[config.mk]
export PLATFORM = sky130hd
export DESIGN_NAME = mmc_sdp_resp_cntl
export DESIGN_NICKNAME = d
export VERILOG_FILES = /design/src/rtl/mmc_sdp_resp_cntl.sv
export SDC_FILE = /design/constraint.sdc
export NUM_CORES = 2
export LEC_CHECK = 0
export BUFFER_PORTS_ARGS = -buffer_cell sky130_fd_sc_hd__buf_2
export CORE_MARGIN = 3
export CORE_UTILIZATION = 42
export DETAILED_ROUTE_END_ITERATION = 8
export PLACE_DENSITY_LB_ADDON = 0.05
export SLEW_MARGIN = 30
export SYNTH_ARGS = -nofsm -noshare
export SYNTH_HDL_FRONTEND = slang
export SYNTH_MEMORY_MAX_BITS = 65536
export SYNTH_SLANG_ARGS = --single-unit
export TNS_END_PERCENT = 5
[constraint.sdc]
create_clock -name clk -period 17.25 [get_ports clk]
set_clock_uncertainty 0.1 [all_clocks]
set_input_delay 1.725 -clock clk [delete_from_list [all_inputs] [get_ports clk]]
set_output_delay 1.725 -clock clk [all_outputs]
set_load 0.02 [all_outputs]
[src/rtl/mmc_sdp_resp_cntl.sv]
// mmc_sdp_resp_cntl: main-memory responder for the storage-descriptor
// request/stream protocol. Forwards line read requests to DRAM, keeps the
// request address of every outstanding read in a per-channel FIFO, buffers the
// returned lines per channel and hands them out in request order.
// Optional feature macro: MMC_RESP_PROTOCOL_CHECK_EN (sticky protocol error
// flag and dropping of unexpected DRAM returns).
module mmc_sdp_resp_cntl #(
  parameter int NUM_CHANNELS = 2,
  parameter int CHAN_W       = 1,
  parameter int BANK_W       = 3,
  parameter int PAGE_W       = 15,
  parameter int WORD_W       = 7,
  parameter int DATA_W       = 256,
  parameter int FIFO_DEPTH   = 8
) (
  input  logic                                 clk,
  input  logic                                 reset_poweron,
  input  logic                                 xxx__mmc__req_valid,
  input  logic [1:0]                           xxx__mmc__req_cntl,
  output logic                                 mmc__xxx__req_ready,
  input  logic [CHAN_W-1:0]                    xxx__mmc__req_channel,
  input  logic [BANK_W-1:0]                    xxx__mmc__req_bank,
  input  logic [PAGE_W-1:0]                    xxx__mmc__req_page,
  input  logic [WORD_W-1:0]                    xxx__mmc__req_word,
  output logic                                 mmc__dram__cmd_valid,
  output logic [CHAN_W-1:0]                    mmc__dram__cmd_channel,
  output logic [BANK_W-1:0]                    mmc__dram__cmd_bank,
  output logic [PAGE_W-1:0]                    mmc__dram__cmd_page,
  output logic [WORD_W-1:0]                    mmc__dram__cmd_word,
  input  logic                                 dram__mmc__cmd_ready,
  input  logic                                 dram__mmc__rd_valid,
  input  logic [CHAN_W-1:0]                    dram__mmc__rd_channel,
  input  logic [DATA_W-1:0]                    dram__mmc__rd_data,
  output logic [NUM_CHANNELS-1:0]              mmc__xxx__mem_request_valid,
  output logic [NUM_CHANNELS-1:0][1:0]         mmc__xxx__mem_request_cntl,
  output logic [NUM_CHANNELS-1:0][CHAN_W-1:0]  mmc__xxx__mem_request_channel,
  output logic [NUM_CHANNELS-1:0][BANK_W-1:0]  mmc__xxx__mem_request_bank,
  output logic [NUM_CHANNELS-1:0][PAGE_W-1:0]  mmc__xxx__mem_request_page,
  output logic [NUM_CHANNELS-1:0][WORD_W-1:0]  mmc__xxx__mem_request_word,
  output logic [NUM_CHANNELS-1:0]              mmc__xxx__channel_data_valid,
  output logic [NUM_CHANNELS-1:0][DATA_W-1:0]  mmc__xxx__line_data,
  input  logic [NUM_CHANNELS-1:0]              xxx__mmc__get_next_line,
  output logic                                 mmc__xxx__error
);

  localparam int AW   = $clog2(FIFO_DEPTH);
  localparam int RQ_W = 2 + CHAN_W + BANK_W + PAGE_W + WORD_W;
  localparam logic [AW:0] DEPTH = (AW+1)'(FIFO_DEPTH);

  typedef logic [AW:0] ptr_t;

  logic [RQ_W-1:0]   rq_mem [NUM_CHANNELS][FIFO_DEPTH];
  logic [DATA_W-1:0] ln_mem [NUM_CHANNELS][FIFO_DEPTH];

  ptr_t rq_wptr  [NUM_CHANNELS];
  ptr_t rq_rptr  [NUM_CHANNELS];
  ptr_t ln_wptr  [NUM_CHANNELS];
  ptr_t ln_rptr  [NUM_CHANNELS];
  ptr_t out_cnt  [NUM_CHANNELS];
  ptr_t ln_count [NUM_CHANNELS];

  logic [NUM_CHANNELS-1:0] rq_empty;
  logic [NUM_CHANNELS-1:0] rq_full;
  logic [NUM_CHANNELS-1:0] ln_empty;
  logic [NUM_CHANNELS-1:0] rq_push;
  logic [NUM_CHANNELS-1:0] ln_push;
  logic [NUM_CHANNELS-1:0] rd_hit;
  logic [NUM_CHANNELS-1:0] pop;
  logic                    accept;

`ifdef MMC_RESP_PROTOCOL_CHECK_EN
  logic [NUM_CHANNELS-1:0] ln_full;
  logic [NUM_CHANNELS-1:0] rd_bad;
  logic                    err_set;
`endif

  // FIFO occupancy: the extra pointer MSB separates full from empty
  always_comb begin
    for (int c = 0; c < NUM_CHANNELS; c++) begin
      rq_empty[c] = (rq_wptr[c] == rq_rptr[c]);
      rq_full[c]  = ((rq_wptr[c] - rq_rptr[c]) == DEPTH);
      ln_count[c] = ln_wptr[c] - ln_rptr[c];
      ln_empty[c] = (ln_count[c] == '0);
`ifdef MMC_RESP_PROTOCOL_CHECK_EN
      ln_full[c]  = (ln_count[c] == DEPTH);
`endif
    end
  end

  // Request acceptance; cmd_valid never looks at cmd_ready, ready is pre-pop
  always_comb begin
    mmc__dram__cmd_valid   = !reset_poweron && xxx__mmc__req_valid &&
                             !rq_full[xxx__mmc__req_channel] &&
                             (out_cnt[xxx__mmc__req_channel] < DEPTH);
    accept                 = mmc__dram__cmd_valid && dram__mmc__cmd_ready;
    mmc__xxx__req_ready    = accept;
    mmc__dram__cmd_channel = xxx__mmc__req_channel;
    mmc__dram__cmd_bank    = xxx__mmc__req_bank;
    mmc__dram__cmd_page    = xxx__mmc__req_page;
    mmc__dram__cmd_word    = xxx__mmc__req_word;
    for (int c = 0; c < NUM_CHANNELS; c++) begin
      rq_push[c] = accept && (xxx__mmc__req_channel == CHAN_W'(c));
    end
  end

  // Line presentation, pops, DRAM return steering and optional error checks
  always_comb begin
`ifdef MMC_RESP_PROTOCOL_CHECK_EN
    err_set = 1'b0;
`endif
    for (int c = 0; c < NUM_CHANNELS; c++) begin
      mmc__xxx__channel_data_valid[c] = !ln_empty[c] && !rq_empty[c];
      pop[c]    = xxx__mmc__get_next_line[c] && mmc__xxx__channel_data_valid[c];
      rd_hit[c] = dram__mmc__rd_valid && (dram__mmc__rd_channel == CHAN_W'(c));
`ifdef MMC_RESP_PROTOCOL_CHECK_EN
      rd_bad[c]  = rd_hit[c] && ((out_cnt[c] == '0) ||
                                 (ln_count[c] == out_cnt[c]) || ln_full[c]);
      ln_push[c] = rd_hit[c] && !rd_bad[c];
      if (rd_bad[c] || (xxx__mmc__get_next_line[c] && !mmc__xxx__channel_data_valid[c]))
        err_set = 1'b1;
`else
      ln_push[c] = rd_hit[c];
`endif
    end
  end

  // Head fields of each channel, forced to zero while nothing is queued
  always_comb begin
    for (int c = 0; c < NUM_CHANNELS; c++) begin
      mmc__xxx__mem_request_valid[c] = !rq_empty[c];
      {mmc__xxx__mem_request_cntl[c], mmc__xxx__mem_request_channel[c],
       mmc__xxx__mem_request_bank[c], mmc__xxx__mem_request_page[c],
       mmc__xxx__mem_request_word[c]} =
        rq_empty[c] ? '0 : rq_mem[c][rq_rptr[c][AW-1:0]];
      mmc__xxx__line_data[c] = mmc__xxx__channel_data_valid[c] ?
                               ln_mem[c][ln_rptr[c][AW-1:0]] : '0;
    end
  end

  // Pointers and outstanding counters; reset flushes every channel
  always_ff @(posedge clk or posedge reset_poweron) begin
    if (reset_poweron) begin
      for (int c = 0; c < NUM_CHANNELS; c++) begin
        rq_wptr[c] <= '0;
        rq_rptr[c] <= '0;
        ln_wptr[c] <= '0;
        ln_rptr[c] <= '0;
        out_cnt[c] <= '0;
      end
    end else begin
      for (int c = 0; c < NUM_CHANNELS; c++) begin
        if (rq_push[c]) rq_wptr[c] <= rq_wptr[c] + ptr_t'(1);
        if (ln_push[c]) ln_wptr[c] <= ln_wptr[c] + ptr_t'(1);
        if (pop[c]) begin
          rq_rptr[c] <= rq_rptr[c] + ptr_t'(1);
          ln_rptr[c] <= ln_rptr[c] + ptr_t'(1);
        end
        case ({rq_push[c], pop[c]})
          2'b10:   out_cnt[c] <= out_cnt[c] + ptr_t'(1);
          2'b01:   out_cnt[c] <= out_cnt[c] - ptr_t'(1);
          default: out_cnt[c] <= out_cnt[c];
        endcase
      end
    end
  end

  // FIFO storage arrays, written at the current write pointer
  always_ff @(posedge clk) begin
    for (int c = 0; c < NUM_CHANNELS; c++) begin
      if (rq_push[c])
        rq_mem[c][rq_wptr[c][AW-1:0]] <= {xxx__mmc__req_cntl, xxx__mmc__req_channel,
                                          xxx__mmc__req_bank, xxx__mmc__req_page,
                                          xxx__mmc__req_word};
      if (ln_push[c])
        ln_mem[c][ln_wptr[c][AW-1:0]] <= dram__mmc__rd_data;
    end
  end

`ifdef MMC_RESP_PROTOCOL_CHECK_EN
  // Sticky protocol error, cleared only by reset
  always_ff @(posedge clk or posedge reset_poweron) begin
    if (reset_poweron)
      mmc__xxx__error <= 1'b0;
    else if (err_set)
      mmc__xxx__error <= 1'b1;
  end
`else
  assign mmc__xxx__error = 1'b0;
`endif

endmodule

==> PnR_summary.wiki <==
{| class="wikitable"
! Metric !! Value
|-
| Core utilization of the finished layout || 49.05%
|-
| Ys async rst share || 0.8726%
|-
| Largest area contributor in the netlist || edfxtp_1
|-
| Number of stages on the worst setup path || 9
|-
| Syn-to-layout area delta || 15.93%
|-
| Post-CTS setup buffer count || 0
|-
| Share of the synthesized area in compound gates (AO/OA/AOI/OAI) || 1.723%
|-
| Worst Hold Path Cells || 1
|-
| First DRT Iteration DRCs || 7,745
|-
| Worst Setup Start Kind || flop
|-
| Post-Place Worst Slack || 9.331 ns
|-
| Delay of the slowest cell on the worst path || 0.81 ns
|-
| Count of yosys warnings during synthesis || 0
|-
| Synthesized-area fraction occupied by adder cells || 0.2329%
|-
| Pwr per Cell Area || 187.2 nW/um^2
|-
| Share of Yosys cell area claimed by the top area cell type || 78.39%
|-
| Worst vdd ir || 0.1447 mV
|-
| Leakage power || 0.06573 uW
|-
| Post-Synth Simple-Gate Area || 2.764%
|-
| Flop2flop setup slack || 12.66 ns
|-
| Tightest Pin Transition || 1.112 ns
|-
| Average wire per standard cell || 32.15 um
|-
| Number of hold-repair buffers added at the cts stage || 0
|-
| # fillers || 33,666
|-
| Reg-to-reg endpoint || out_cnt[3]
|-
| Library cell contributing the largest single delay on the critical path || dfrtp_4
|-
| Number of flops mapped to enable cells by yosys || 4,544
|-
| Initial antenna violation count || 108
|-
| Total number of vias || 85,826
|-
| Core area || 411,400 um^2
|-
| Number of flip-flops and latches in the synthesized netlist || 4,584
|-
| Aggregate global routing overflow || 0
|-
| # resized after CTS || 0
|-
| Main area contributors after synthesis || edfxtp_1 (78%), mux4_2 (15%), nand2_1 (2.5%), a21oi_1 (1.6%), dfrtp_1 (0.58%)
|-
| Number of port buffers || 891
|-
| DRT Pass-1 Iters || 7
|-
| Std-Cell Rows || 235
|-
| Pin count of the biggest net entering global routing || 133
|-
| TritonCTS sink count || 4,584
|-
| Period minus WS final || 8.583 ns
|-
| Synth Area in XOR/XNOR || 0.2113%
|-
| Worst R2R Path Depth || 13
|-
| Overall routed net length || 486,700 um
|-
| Design Area, Final || 201,800 um^2
|-
| Hold crit path type || reg2reg
|-
| Slew HR || 25.89%
|-
| Setup repair after global routing missed its margin || false
|-
| Layout net count || 9,599
|-
| Type of the worst setup path || reg2out
|-
| Starting utilization of the core area || 42.31%
|-
| Clock transition at the registers of the reported paths || 0.06 ns
|-
| Buffers and inverters on the worst path || 6
|-
| Die Wd || 649.8 um
|-
| # Max-Cap Violations || 0
|-
| Number of instances in the synthesized netlist || 8,143
|-
| Count of H-tree levels built during CTS || 6
|-
| Cell seen most often among critical-path stages || buf_4
|-
| Status || complete, no violations
|-
| Placed standard-cell area || 185,400 um^2
|-
| Vias in the first global route || 90,530
|-
| Critical path origin || ln_rptr[0]
|-
| Proportion of layout cells with a drive suffix above 1 || 30.56%
|-
| Skew-Pair Late Insertion Delay || 0.99 ns
|-
| Hold slack final || 0.3759 ns
|-
| Source of the worst register-to-register timing path || ln_rptr[2]
|-
| Highest attainable clock frequency || 0.1165 GHz
|-
| Die ar. || 422,200 um^2
|-
| Final hold violation count || 0
|-
| Avg Vias per Cell || 5.670
|-
| Global-route wire length before repair || 690,900 um
|-
| GRT Util Overall || 22.89%
|-
| Cells along the critical path || buf_4, buf_4, buf_4, buf_4, buf_4, mux4_2, nand2_1, a21oi_1, buf_2
|-
| Gate family responsible for the most delay along the worst path || buffers and inverters
|-
| Number of top-level pins || 893
|-
| Final worst setup slack || 8.667 ns
|-
| Largest family of logic cells by synthesized area || multiplexers
|-
| Proportion of synthesized area in mux cells || 14.77%
|-
| Number of nets in the synthesized netlist || 8,465
|-
| TritonCTS clock tree || done
|-
| Highest net fanout along the worst path || 40
|-
| Mapped cell area || 174,100 um^2
|-
| CTS buffer count || 519
|-
| Post-route DRC || 0
|-
| Total Neg Setup Slack || 0 ns
|-
| Most used DFF post-synth || edfxtp_1
|-
| Cell at the root of the clock tree || clkbuf_16
|-
| Req. time, crit path || 15.42 ns
|-
| Antenna Violating Nets Remaining || 0
|-
| Share of the yosys chip area belonging to registers || 78.97%
|-
| Avg Synthesized Cell Area || 21.38 um^2
|-
| Critical Path AT || 6.76 ns
|-
| Final critical-path share of the clock period || 49.76%
|-
| Final max-slew violation count || 0
|-
| Number of failing setup endpoints in the final timing report || 0
|-
| Worst-case clock buffer depth || 4
|-
| Die extent in y || 649.8 um
|-
| Synth cell types || 39
|-
| Routability congestion estimate || 0.7390
|-
| Seq. cell area || 137,500 um^2
|-
| Nature of the critical path endpoint || primary output
|-
| Total half-perimeter wirelength after legalization and detailed placement || 271,000 um
|-
| Area of combinational cells with multiple inputs || 34,540 um^2
|-
| Critical path capture point || mmc__xxx__line_data[508]
|}
## power breakdown
part / leakage, uW / internal, uW / switching (uW)
Combinational: 0.0163 / 4540 / 9230
Clock: 0.00788 / 6280 / 4280
Sequential: 0.0415 / 13100 / 349
Total: 0.0657 / 23900 / 13900
## cell type report
cell class | count | share of cell area (%)
clock buffer | 689 | 7.068
sequential | 4584 | 68.13
timing repair buffer | 1093 | 3.257
antenna | 33 | 0.04092
tap | 5451 | 3.380
multi-input combinational | 3051 | 17.12
inverter | 28 | 0.06077
clock inverter | 208 | 0.9431
## synthesized netlist by cell type (3+ instances only)
cell type,n
ha_1,26
nor3b_1,6
nor4_1,8
a21o_1,4
o21ai_0,7
clkbuf_1,206
buf_2,143
buf_1,72
nor3_1,17
dfrtp_1,40
nor2_1,16
nor4b_1,3
mux2i_1,4
fa_1,4
xor2_1,14
inv_1,26
nand3_1,8
a21oi_1,572
nor2b_1,6
mux2_2,8
nand2_1,1158
xnor2_1,28
buf_4,59
mux4_2,1136
nand2b_1,6
edfxtp_1,4544
nand3b_1,3
## cells in the final DEF, fill, tap and decap left out, types with 30 or more instances in the layout
master	n
edfxtp_1	4544
nand2_1	1158
mux4_2	1136
buf_2	891
a21oi_1	572
clkbuf_16	547
buf_4	151
clkbuf_1	138
clkinv_1	97
clkinv_2	51
diode_2	33
bufinv_16	33
dfrtp_1	30
## per-stage QoR
step	power, uW	std cells
6_report	37770	15137
3_3_place_gp	27650	14190
2_1_floorplan	22220	8143
4_1_cts	38420	15102
5_1_grt	39400	15113
3_5_place_dp	27780	14205
## routing by layer
metal / GRT usage, % / part of all wire (%) / vias up
li1: - / - / 35588
met1: 30.40 / 41 / 46955
met2: 38.66 / 50 / 2520
met3: 4.341 / 6.1 / 727
met4: 6.495 / 3.0 / 36
met5: 0 / 0.052 / -
## worst min-delay path by stage
| stage | startpoint | end | slack, ns |
|---|---|---|---|
| 2_1_floorplan | out_cnt[3] | out_cnt[3] | 0.34 |
| 3_3_place_gp | out_cnt[3] | out_cnt[3] | 0.37 |
| 3_5_place_dp | out_cnt[3] | out_cnt[3] | 0.37 |
| 4_1_cts | out_cnt[3] | out_cnt[3] | 0.38 |
| 5_1_grt | out_cnt[3] | out_cnt[3] | 0.41 |
| 6_report | out_cnt[3] | out_cnt[3] | 0.38 |
## sequential cells by signal, summed over array words and instances, names as in the netlist
signal / count
ln_mem: 4096
ln_rptr: 8
ln_wptr: 8
out_cnt: 8
rq_mem: 448
rq_rptr: 8
rq_wptr: 8
## cells by family after synthesis
group                      count (synthesis)
AOI/OAI and AO/OA                        591
xor gates and xnor gates                  42
muxes                                   1148
DFF                                     4584
and+or+nand+nor                         1239
adders and majority gates                 30
other                                      1
buffers and inverters                    508
## worst register-to-register path: cells and delay by family, from the launching register on
kind | cells | cell delay, ns
fa+ha+maj | 3 | 1.04
flops | 1 | 0.93
simple gates | 4 | 0.91
compound gates | 3 | 0.77
buf+inv | 1 | 0.45
xor+xnor | 2 | 0.29
No activity file was read; power rests on OpenSTA's default activity.
